===== src/rtl/instr_fetch_unit_pkg.sv =====
// Shared definitions for the instruction fetch unit: next-PC source
// encodings (shared with the control decoder), FSM states and constants.
package instr_fetch_unit_pkg;

   localparam int          XLEN_DEF     = 32;
   localparam logic [31:0] RESET_PC_DEF = 32'h0000_0000;
   localparam logic [31:0] NOP_INSTR    = 32'h0000_0013;   // addi x0, x0, 0

   typedef enum logic [1:0] {
      PC_PLUS4  = 2'b00,
      PC_BRANCH = 2'b01,
      PC_JAL    = 2'b10,
      PC_JALR   = 2'b11
   } pc_src_e;

   typedef enum logic [1:0] {
      ST_REQ  = 2'b00,
      ST_WAIT = 2'b01,
      ST_HOLD = 2'b10,
      ST_HALT = 2'b11
   } fetch_state_e;

endpackage


===== src/rtl/instr_fetch_unit_if.sv =====
// Instruction-memory request/response bus. The fetch unit is the master,
// the memory (or its model) is the slave.
interface instr_fetch_unit_if #(
   parameter int XLEN = 32
);
   logic            imem_req_valid;
   logic            imem_req_ready;
   logic [XLEN-1:0] imem_addr;
   logic            imem_rsp_valid;
   logic [31:0]     imem_rsp_data;

   modport master (
      output imem_req_valid,
      output imem_addr,
      input  imem_req_ready,
      input  imem_rsp_valid,
      input  imem_rsp_data
   );

   modport slave (
      input  imem_req_valid,
      input  imem_addr,
      output imem_req_ready,
      output imem_rsp_valid,
      output imem_rsp_data
   );
endinterface


===== src/rtl/instr_fetch_unit_next_pc_calc.sv =====
// Purely combinational next-PC selection and alignment check. Kept free of
// state so a pipelined fetch can reuse it unchanged.
module next_pc_calc
   import instr_fetch_unit_pkg::*;
#(
   parameter int XLEN = 32
) (
   input  logic [XLEN-1:0] pc,
   input  logic [1:0]      pc_src,
   input  logic            branch_taken,
   input  logic [XLEN-1:0] target_addr,
   output logic [XLEN-1:0] next_pc,
   output logic            misaligned
);

   logic [XLEN-1:0] pc_plus4;

   // Sequential address wraps naturally modulo 2^XLEN.
   assign pc_plus4 = pc + XLEN'(4);

   // Select the successor PC from the decoder's pc_src encoding.
   always_comb begin
      next_pc = pc_plus4;
      case (pc_src_e'(pc_src))
         PC_PLUS4:  next_pc = pc_plus4;
         PC_BRANCH: next_pc = branch_taken ? target_addr : pc_plus4;
         PC_JAL:    next_pc = target_addr;
         PC_JALR:   next_pc = {target_addr[XLEN-1:1], 1'b0};
         default:   next_pc = pc_plus4;
      endcase
   end

   // No compressed instructions: any target not word aligned is a fault.
   assign misaligned = |next_pc[1:0];

endmodule


===== src/rtl/instr_fetch_unit.sv =====
// Program counter and single-outstanding instruction fetch. Requests one
// word at a time, holds it for decode and advances the PC on retire.
module instr_fetch_unit
   import instr_fetch_unit_pkg::*;
#(
   parameter int              XLEN     = XLEN_DEF,
   parameter logic [XLEN-1:0] RESET_PC = RESET_PC_DEF
) (
   input  logic               clk,
   input  logic               rst_n,
   instr_fetch_unit_if.master imem,
   output logic               instr_valid,
   input  logic               instr_ready,
   output logic [31:0]        instr,
   output logic [XLEN-1:0]    instr_pc,
   input  logic [1:0]         pc_src,
   input  logic               branch_taken,
   input  logic [XLEN-1:0]    target_addr,
   output logic               fetch_fault,
   output logic [31:0]        retired_count
);

   fetch_state_e    state_reg, state_next;
   logic [XLEN-1:0] pc_reg;
   logic [31:0]     instr_reg;
   logic [XLEN-1:0] instr_pc_reg;
   logic            instr_valid_reg;
   logic            req_valid_reg;
   logic            fault_reg;
   logic [31:0]     retired_reg;

   logic            capture_fire;
   logic            retire_fire;
   logic [XLEN-1:0] next_pc;
   logic            next_misaligned;

   next_pc_calc #(
      .XLEN (XLEN)
   ) u_next_pc_calc (
      .pc           (pc_reg),
      .pc_src       (pc_src),
      .branch_taken (branch_taken),
      .target_addr  (target_addr),
      .next_pc      (next_pc),
      .misaligned   (next_misaligned)
   );

   // FSM state register.
   always_ff @(posedge clk or negedge rst_n) begin
      if (!rst_n) begin
         state_reg <= ST_REQ;
      end else begin
         state_reg <= state_next;
      end
   end

   // Next-state logic; capture/retire strobes are only raised in the one
   // state where the matching input is meaningful, so stray inputs elsewhere
   // have no effect.
   always_comb begin
      state_next   = state_reg;
      capture_fire = 1'b0;
      retire_fire  = 1'b0;
      case (state_reg)
         ST_REQ: begin
            // req_valid_reg gates the handshake so the reset cycle, where the
            // request is still low, cannot be mistaken for an accepted request.
            if (req_valid_reg && imem.imem_req_ready) begin
               state_next = ST_WAIT;
            end
         end
         ST_WAIT: begin
            if (imem.imem_rsp_valid) begin
               capture_fire = 1'b1;
               state_next   = ST_HOLD;
            end
         end
         ST_HOLD: begin
            if (instr_ready) begin
               retire_fire = 1'b1;
               state_next  = next_misaligned ? ST_HALT : ST_REQ;
            end
         end
         ST_HALT: begin
            state_next = ST_HALT;
         end
         default: begin
            state_next = ST_HALT;
         end
      endcase
   end

   // Datapath: request strobe, instruction capture, PC update and counters.
   always_ff @(posedge clk or negedge rst_n) begin
      if (!rst_n) begin
         pc_reg          <= RESET_PC;
         instr_reg       <= NOP_INSTR;
         instr_pc_reg    <= '0;
         instr_valid_reg <= 1'b0;
         req_valid_reg   <= 1'b0;
         fault_reg       <= 1'b0;
         retired_reg     <= '0;
      end else begin
         // Registered so the request rises on the first edge after reset.
         req_valid_reg <= (state_next == ST_REQ);
         if (capture_fire) begin
            instr_reg       <= imem.imem_rsp_data;
            instr_pc_reg    <= pc_reg;
            instr_valid_reg <= 1'b1;
         end
         if (retire_fire) begin
            retired_reg     <= retired_reg + 32'd1;
            instr_valid_reg <= 1'b0;
            if (next_misaligned) begin
               fault_reg <= 1'b1;
            end else begin
               pc_reg <= next_pc;
            end
         end
      end
   end

   assign imem.imem_req_valid = req_valid_reg;
   assign imem.imem_addr      = pc_reg;
   assign instr_valid         = instr_valid_reg;
   assign instr               = instr_reg;
   assign instr_pc            = instr_pc_reg;
   assign fetch_fault         = fault_reg;
   assign retired_count       = retired_reg;

endmodule


===== src/flat_wrapper.sv =====
// flat-port wrapper written by rule: the top's interface ports become plain ports
module instr_fetch_unit_flat import instr_fetch_unit_pkg::*;
#(
   parameter int              XLEN     = XLEN_DEF,
   parameter logic [XLEN-1:0] RESET_PC = RESET_PC_DEF
)
  (clk, rst_n, instr_valid, instr_ready, instr, instr_pc, pc_src, branch_taken, target_addr, fetch_fault, retired_count, imem_imem_req_valid, imem_imem_addr, imem_imem_req_ready, imem_imem_rsp_valid, imem_imem_rsp_data);
  instr_fetch_unit_if #(.XLEN(XLEN)) imem_i ();
  input  logic clk;
  input  logic rst_n;
  output logic instr_valid;
  input  logic instr_ready;
  output logic [31:0] instr;
  output logic [XLEN-1:0] instr_pc;
  input  logic [1:0] pc_src;
  input  logic branch_taken;
  input  logic [XLEN-1:0] target_addr;
  output logic fetch_fault;
  output logic [31:0] retired_count;
  output wire logic [$bits(imem_i.imem_req_valid)-1:0] imem_imem_req_valid;
  output wire logic [$bits(imem_i.imem_addr)-1:0] imem_imem_addr;
  input wire logic [$bits(imem_i.imem_req_ready)-1:0] imem_imem_req_ready;
  input wire logic [$bits(imem_i.imem_rsp_valid)-1:0] imem_imem_rsp_valid;
  input wire logic [$bits(imem_i.imem_rsp_data)-1:0] imem_imem_rsp_data;
  assign imem_imem_req_valid = imem_i.imem_req_valid;
  assign imem_imem_addr = imem_i.imem_addr;
  assign imem_i.imem_req_ready = imem_imem_req_ready;
  assign imem_i.imem_rsp_valid = imem_imem_rsp_valid;
  assign imem_i.imem_rsp_data = imem_imem_rsp_data;
  instr_fetch_unit #(.XLEN(XLEN), .RESET_PC(RESET_PC)) u_core (.clk(clk), .rst_n(rst_n), .imem(imem_i), .instr_valid(instr_valid), .instr_ready(instr_ready), .instr(instr), .instr_pc(instr_pc), .pc_src(pc_src), .branch_taken(branch_taken), .target_addr(target_addr), .fetch_fault(fetch_fault), .retired_count(retired_count));
endmodule

===== config.mk =====
export PLATFORM = sky130hd
export DESIGN_NAME = instr_fetch_unit_flat
export DESIGN_NICKNAME = d
export VERILOG_FILES = /design/src/rtl/instr_fetch_unit_pkg.sv /design/src/rtl/instr_fetch_unit_if.sv /design/src/rtl/instr_fetch_unit_next_pc_calc.sv /design/src/rtl/instr_fetch_unit.sv /design/src/flat_wrapper.sv
export SDC_FILE = /design/constraint.sdc
export NUM_CORES = 1
export LEC_CHECK = 0
export ABC_AREA = 1
export CAP_MARGIN = 20
export CORE_MARGIN = 2
export CORE_UTILIZATION = 45
export DETAILED_ROUTE_END_ITERATION = 8
export GPL_TIMING_DRIVEN = 0
export PLACE_DENSITY = 0.77
export SLEW_MARGIN = 20
export SYNTH_ARGS = -nofsm -noshare
export SYNTH_HDL_FRONTEND = slang
export SYNTH_SLANG_ARGS = --single-unit

===== constraint.sdc =====
create_clock -name clk -period 1.95 [get_ports clk]
set_clock_uncertainty 0.2 [all_clocks]
set_input_delay 0.39 -clock clk [delete_from_list [all_inputs] [get_ports clk]]
set_output_delay 0.39 -clock clk [all_outputs]
set_load 0.01 [all_outputs]

==> qor.txt, run 1 <==
run status = complete, no violations
Boundary Pins = 203
count of flip-flops with a built-in enable after synthesis = 0
largest net degree at the start of global routing = 80
number of standard cells in the layout, taps in and fillers out = 1319
number of I/O port buffers = 202
core area = 14600 µm²
number of global-route vias before repair = 6787
total cell area at the placement stage = 9020 µm²
synthesis-stage register bit count = 133
synth cell count leaders = sky130_fd_sc_hd__nand2_1 (314), sky130_fd_sc_hd__dfrtp_1 (130), sky130_fd_sc_hd__nor2_1 (82)
Final setup viols = 0
FFs w/ async S/R, synth = 1.00
starting density of the core = 0.462
Die Outline Area = 16000 µm²
required time of the critical path = 2070 ps
total routed wirelength = 22000 µm
clock-pin slew of the registers on the worst-case setup and hold paths = 60 ps
YS warnings = 0
Most used DFF post-synth = sky130_fd_sc_hd__dfrtp_1
Slew headroom = 0.592
maximum buffer depth of the clock tree = 2
setup TNS = 0 ps
Total Power Consumption = 14.0 mW
placed insts = 1254
die width = 126 µm
DRC viols = 0
final hold violations = 0
Yosys cell types = 36
Post-Layout Inst Area = 10100 µm²
cell at the root of the clock tree = sky130_fd_sc_hd__clkbuf_16
Vert. Die Dim = 126 µm
synthesized area divided by synthesized cell count = 7.77 µm²
placer congestion estimate = 0.947
crit path DAT = 2050 ps
max-capacitance violation count = 0
Inserted Clock Buffers = 17
NumNets Final = 1196
Clock H-tree levels = 4
Highest Clock Rate = 518 MHz
total power divided by cell area = 1390 nW/µm²
signed area change from the synthesized netlist to the final layout = 49.4%
total nets after synthesis = 941
number of antenna violations at the first check in global routing = 0
Place WS = -566 ps
type of origin of the critical path = flip-flop
fraction of post-synthesis cell area in the top cell type by area = 0.483
critical path capture point type = flip-flop
leakage power summed over all cells = 5.06 nW
antenna-violating nets left = 0
fraction of the cycle the final worst path needs = 0.990
worst hold path class = reg -> reg
half-perimeter wire length after placement = 15500 µm
TritonCTS clock tree = done
final hold slack = 263 ps
ANT cells = 0
footprint of the flip-flops and latches = 3360 µm²
clock tree sinks = 133
share of cells above drive strength 1 = 0.142
number of core rows = 44
final setup margin = 19.0 ps
Filler cells = 1148
RSZ-0062 raised after global routing = yes
via count = 6801
global-route total usage across every layer = 0.278
number of DRC markers after the initial detailed-route iteration = 540
length of the first detailed-routing pass in iterations = 5
most common cell in the synthesized netlist = sky130_fd_sc_hd__nand2_1
area of the mapped netlist = 6740 µm²
fraction of the yosys area taken by sequential cells = 0.495
cell types occupying the most area after synthesis = sky130_fd_sc_hd__dfrtp_1 (48%), sky130_fd_sc_hd__nand2_1 (17%), sky130_fd_sc_hd__o21ai_0 (4.6%)
wire length of the first global-routing pass = 34900 µm
start-to-end type of the worst setup path = reg -> reg
Skew-Pair Late Insertion Delay = 420 ps
maximum vdd drop = 0.000903 V
routed wirelength normalized by instance count = 16.7 µm
total area of multi-input combinational cells = 3070 µm²
final core utilization = 0.690
global route overflow = 0
final max-slew violation count = 0
Max Fanout on Critical Path = 6
actual slew at the worst max-slew pin = 612 ps
Synth Instances = 867
clock period minus worst slack = 1930 ps
post-synthesis cell type with the largest combined area = sky130_fd_sc_hd__dfrtp_1
via density per instance = 5.16
## cell usage in the layout, fill, tap and decap left out, types with 4 or more instances in the layout
cell                              instances
sky130_fd_sc_hd__inv_6                    5
sky130_fd_sc_hd__clkbuf_2                 8
sky130_fd_sc_hd__nor2_4                  10
sky130_fd_sc_hd__xor2_1                  29
sky130_fd_sc_hd__buf_4                   37
sky130_fd_sc_hd__xnor2_1                 10
sky130_fd_sc_hd__inv_1                   78
sky130_fd_sc_hd__clkbuf_16               17
sky130_fd_sc_hd__nor2_1                  74
sky130_fd_sc_hd__buf_2                    9
sky130_fd_sc_hd__dfrtp_2                 21
sky130_fd_sc_hd__nand3_1                 35
sky130_fd_sc_hd__clkdlybuf4s50_1        116
sky130_fd_sc_hd__or2_2                    5
sky130_fd_sc_hd__nor2_2                   7
sky130_fd_sc_hd__o21ai_0                 61
sky130_fd_sc_hd__dlymetal6s2s_1          32
sky130_fd_sc_hd__clkbuf_1                 4
sky130_fd_sc_hd__buf_6                    4
sky130_fd_sc_hd__nand2_1                311
sky130_fd_sc_hd__o211ai_1                 9
sky130_fd_sc_hd__nor3_2                   6
sky130_fd_sc_hd__clkinvlp_4               4
sky130_fd_sc_hd__dlygate4sd2_1           53
sky130_fd_sc_hd__dfrtp_1                109
sky130_fd_sc_hd__nor3_1                  12
sky130_fd_sc_hd__nand2_2                  7
sky130_fd_sc_hd__a21oi_1                 11
sky130_fd_sc_hd__nand4_1                 13
## where the power goes
part / internal [mW] / switching, mW / total, mW
sequential: 3.90 / 0.916 / 4.81
combinational: 2.77 / 3.11 / 5.88
clock: 2.02 / 1.29 / 3.32
total: 8.69 / 5.32 / 14.0
## final timing paths
kind | to | startpoint | cells past startpoint | slack (ps)
max in group asynchronous | u_core.instr[4]$_DFFE_PN1P_ | rst_n | 3 | 450
min in group asynchronous | u_core.instr_pc[12]$_DFFE_PN0P_ | rst_n | 2 | 350
min reg2reg | u_core.instr[0]$_DFFE_PN1P_ | u_core.instr[0]$_DFFE_PN1P_ | 2 | 260
max | u_core.imem.imem_addr[31]$_DFFE_PN0P_ | u_core.imem.imem_addr[4]$_DFFE_PN0P_ | 11 | 20
max reg2reg | u_core.imem.imem_addr[31]$_DFFE_PN0P_ | u_core.imem.imem_addr[4]$_DFFE_PN0P_ | 11 | 20
min | u_core.instr[0]$_DFFE_PN1P_ | u_core.instr[0]$_DFFE_PN1P_ | 2 | 260
## critical path, cell delays in order, from the launching register on
cell and delay, ps:
sky130_fd_sc_hd__dfrtp_1 510, sky130_fd_sc_hd__nand3_4 170, sky130_fd_sc_hd__nor2_4 170, sky130_fd_sc_hd__nand2_1 110, sky130_fd_sc_hd__nor2_1 110, sky130_fd_sc_hd__nand2_1 110
sky130_fd_sc_hd__nor2_2 160, sky130_fd_sc_hd__nand3_1 90, sky130_fd_sc_hd__nand2_1 70, sky130_fd_sc_hd__nand2_1 40, sky130_fd_sc_hd__nand2_1 50, sky130_fd_sc_hd__inv_1 30
## logic make-up (layout without fill, tap and decap cells)
family	count (synthesis)	count (layout)	synth area share
AND/OR/NAND/NOR	489	489	0.305
flip-flops	133	133	0.495
buffers and inverters	109	377	0.0680
AO/OA/AOI/OAI	94	94	0.0761
XOR/XNOR	39	39	0.0507
adder cells (fa/ha/maj)	2	2	0.00371
multiplexers	1	1	0.00149
## layer usage
layer	vias to the layer above	wire length (µm)	part of all wire	track usage
met3	45	1960	0.089	0.0763
met1	3203	8990	0.41	0.363
met4	0	488	0.022	0.0970
met5	-	0	0	0
met2	307	10600	0.48	0.448
li1	3246	-	-	-
## cell type report
| cell class | instances | area share |
|---|---|---|
| multi-input combinational | 625 | 0.305 |
| timing repair buffer | 236 | 0.230 |
| sequential | 133 | 0.334 |
| clock inverter | 14 | 0.0173 |
| tap | 184 | 0.0229 |
| inverter | 79 | 0.0297 |
| buffer | 30 | 0.0185 |
| clock buffer | 18 | 0.0427 |
## repair_timing
| item | CTS | global route |
|---|---|---|
| hold buffers | 1 | 0 |
| setup buffers | 24 | 8 |
| endpoints found under the hold margin | 78 | 0 |
| resized for setup | 85 | 71 |
| setup endpoints to repair | 95 | 110 |
| pin swaps | 2 | 7 |
Note: power is estimated with default switching activity, not from simulation.
==> inputs of run 2 (changes only) <==
--- a/config.mk
+++ b/config.mk
@@ -6,7 +6,7 @@
 export NUM_CORES = 1
 export LEC_CHECK = 0
 export ABC_AREA = 1
-export CAP_MARGIN = 20
+export CAP_MARGIN = 5
 export CORE_MARGIN = 2
 export CORE_UTILIZATION = 45
 export DETAILED_ROUTE_END_ITERATION = 8
==> results of run 2 <==
Same layout as run 1: the final DEF is identical, and so are final timing and power.
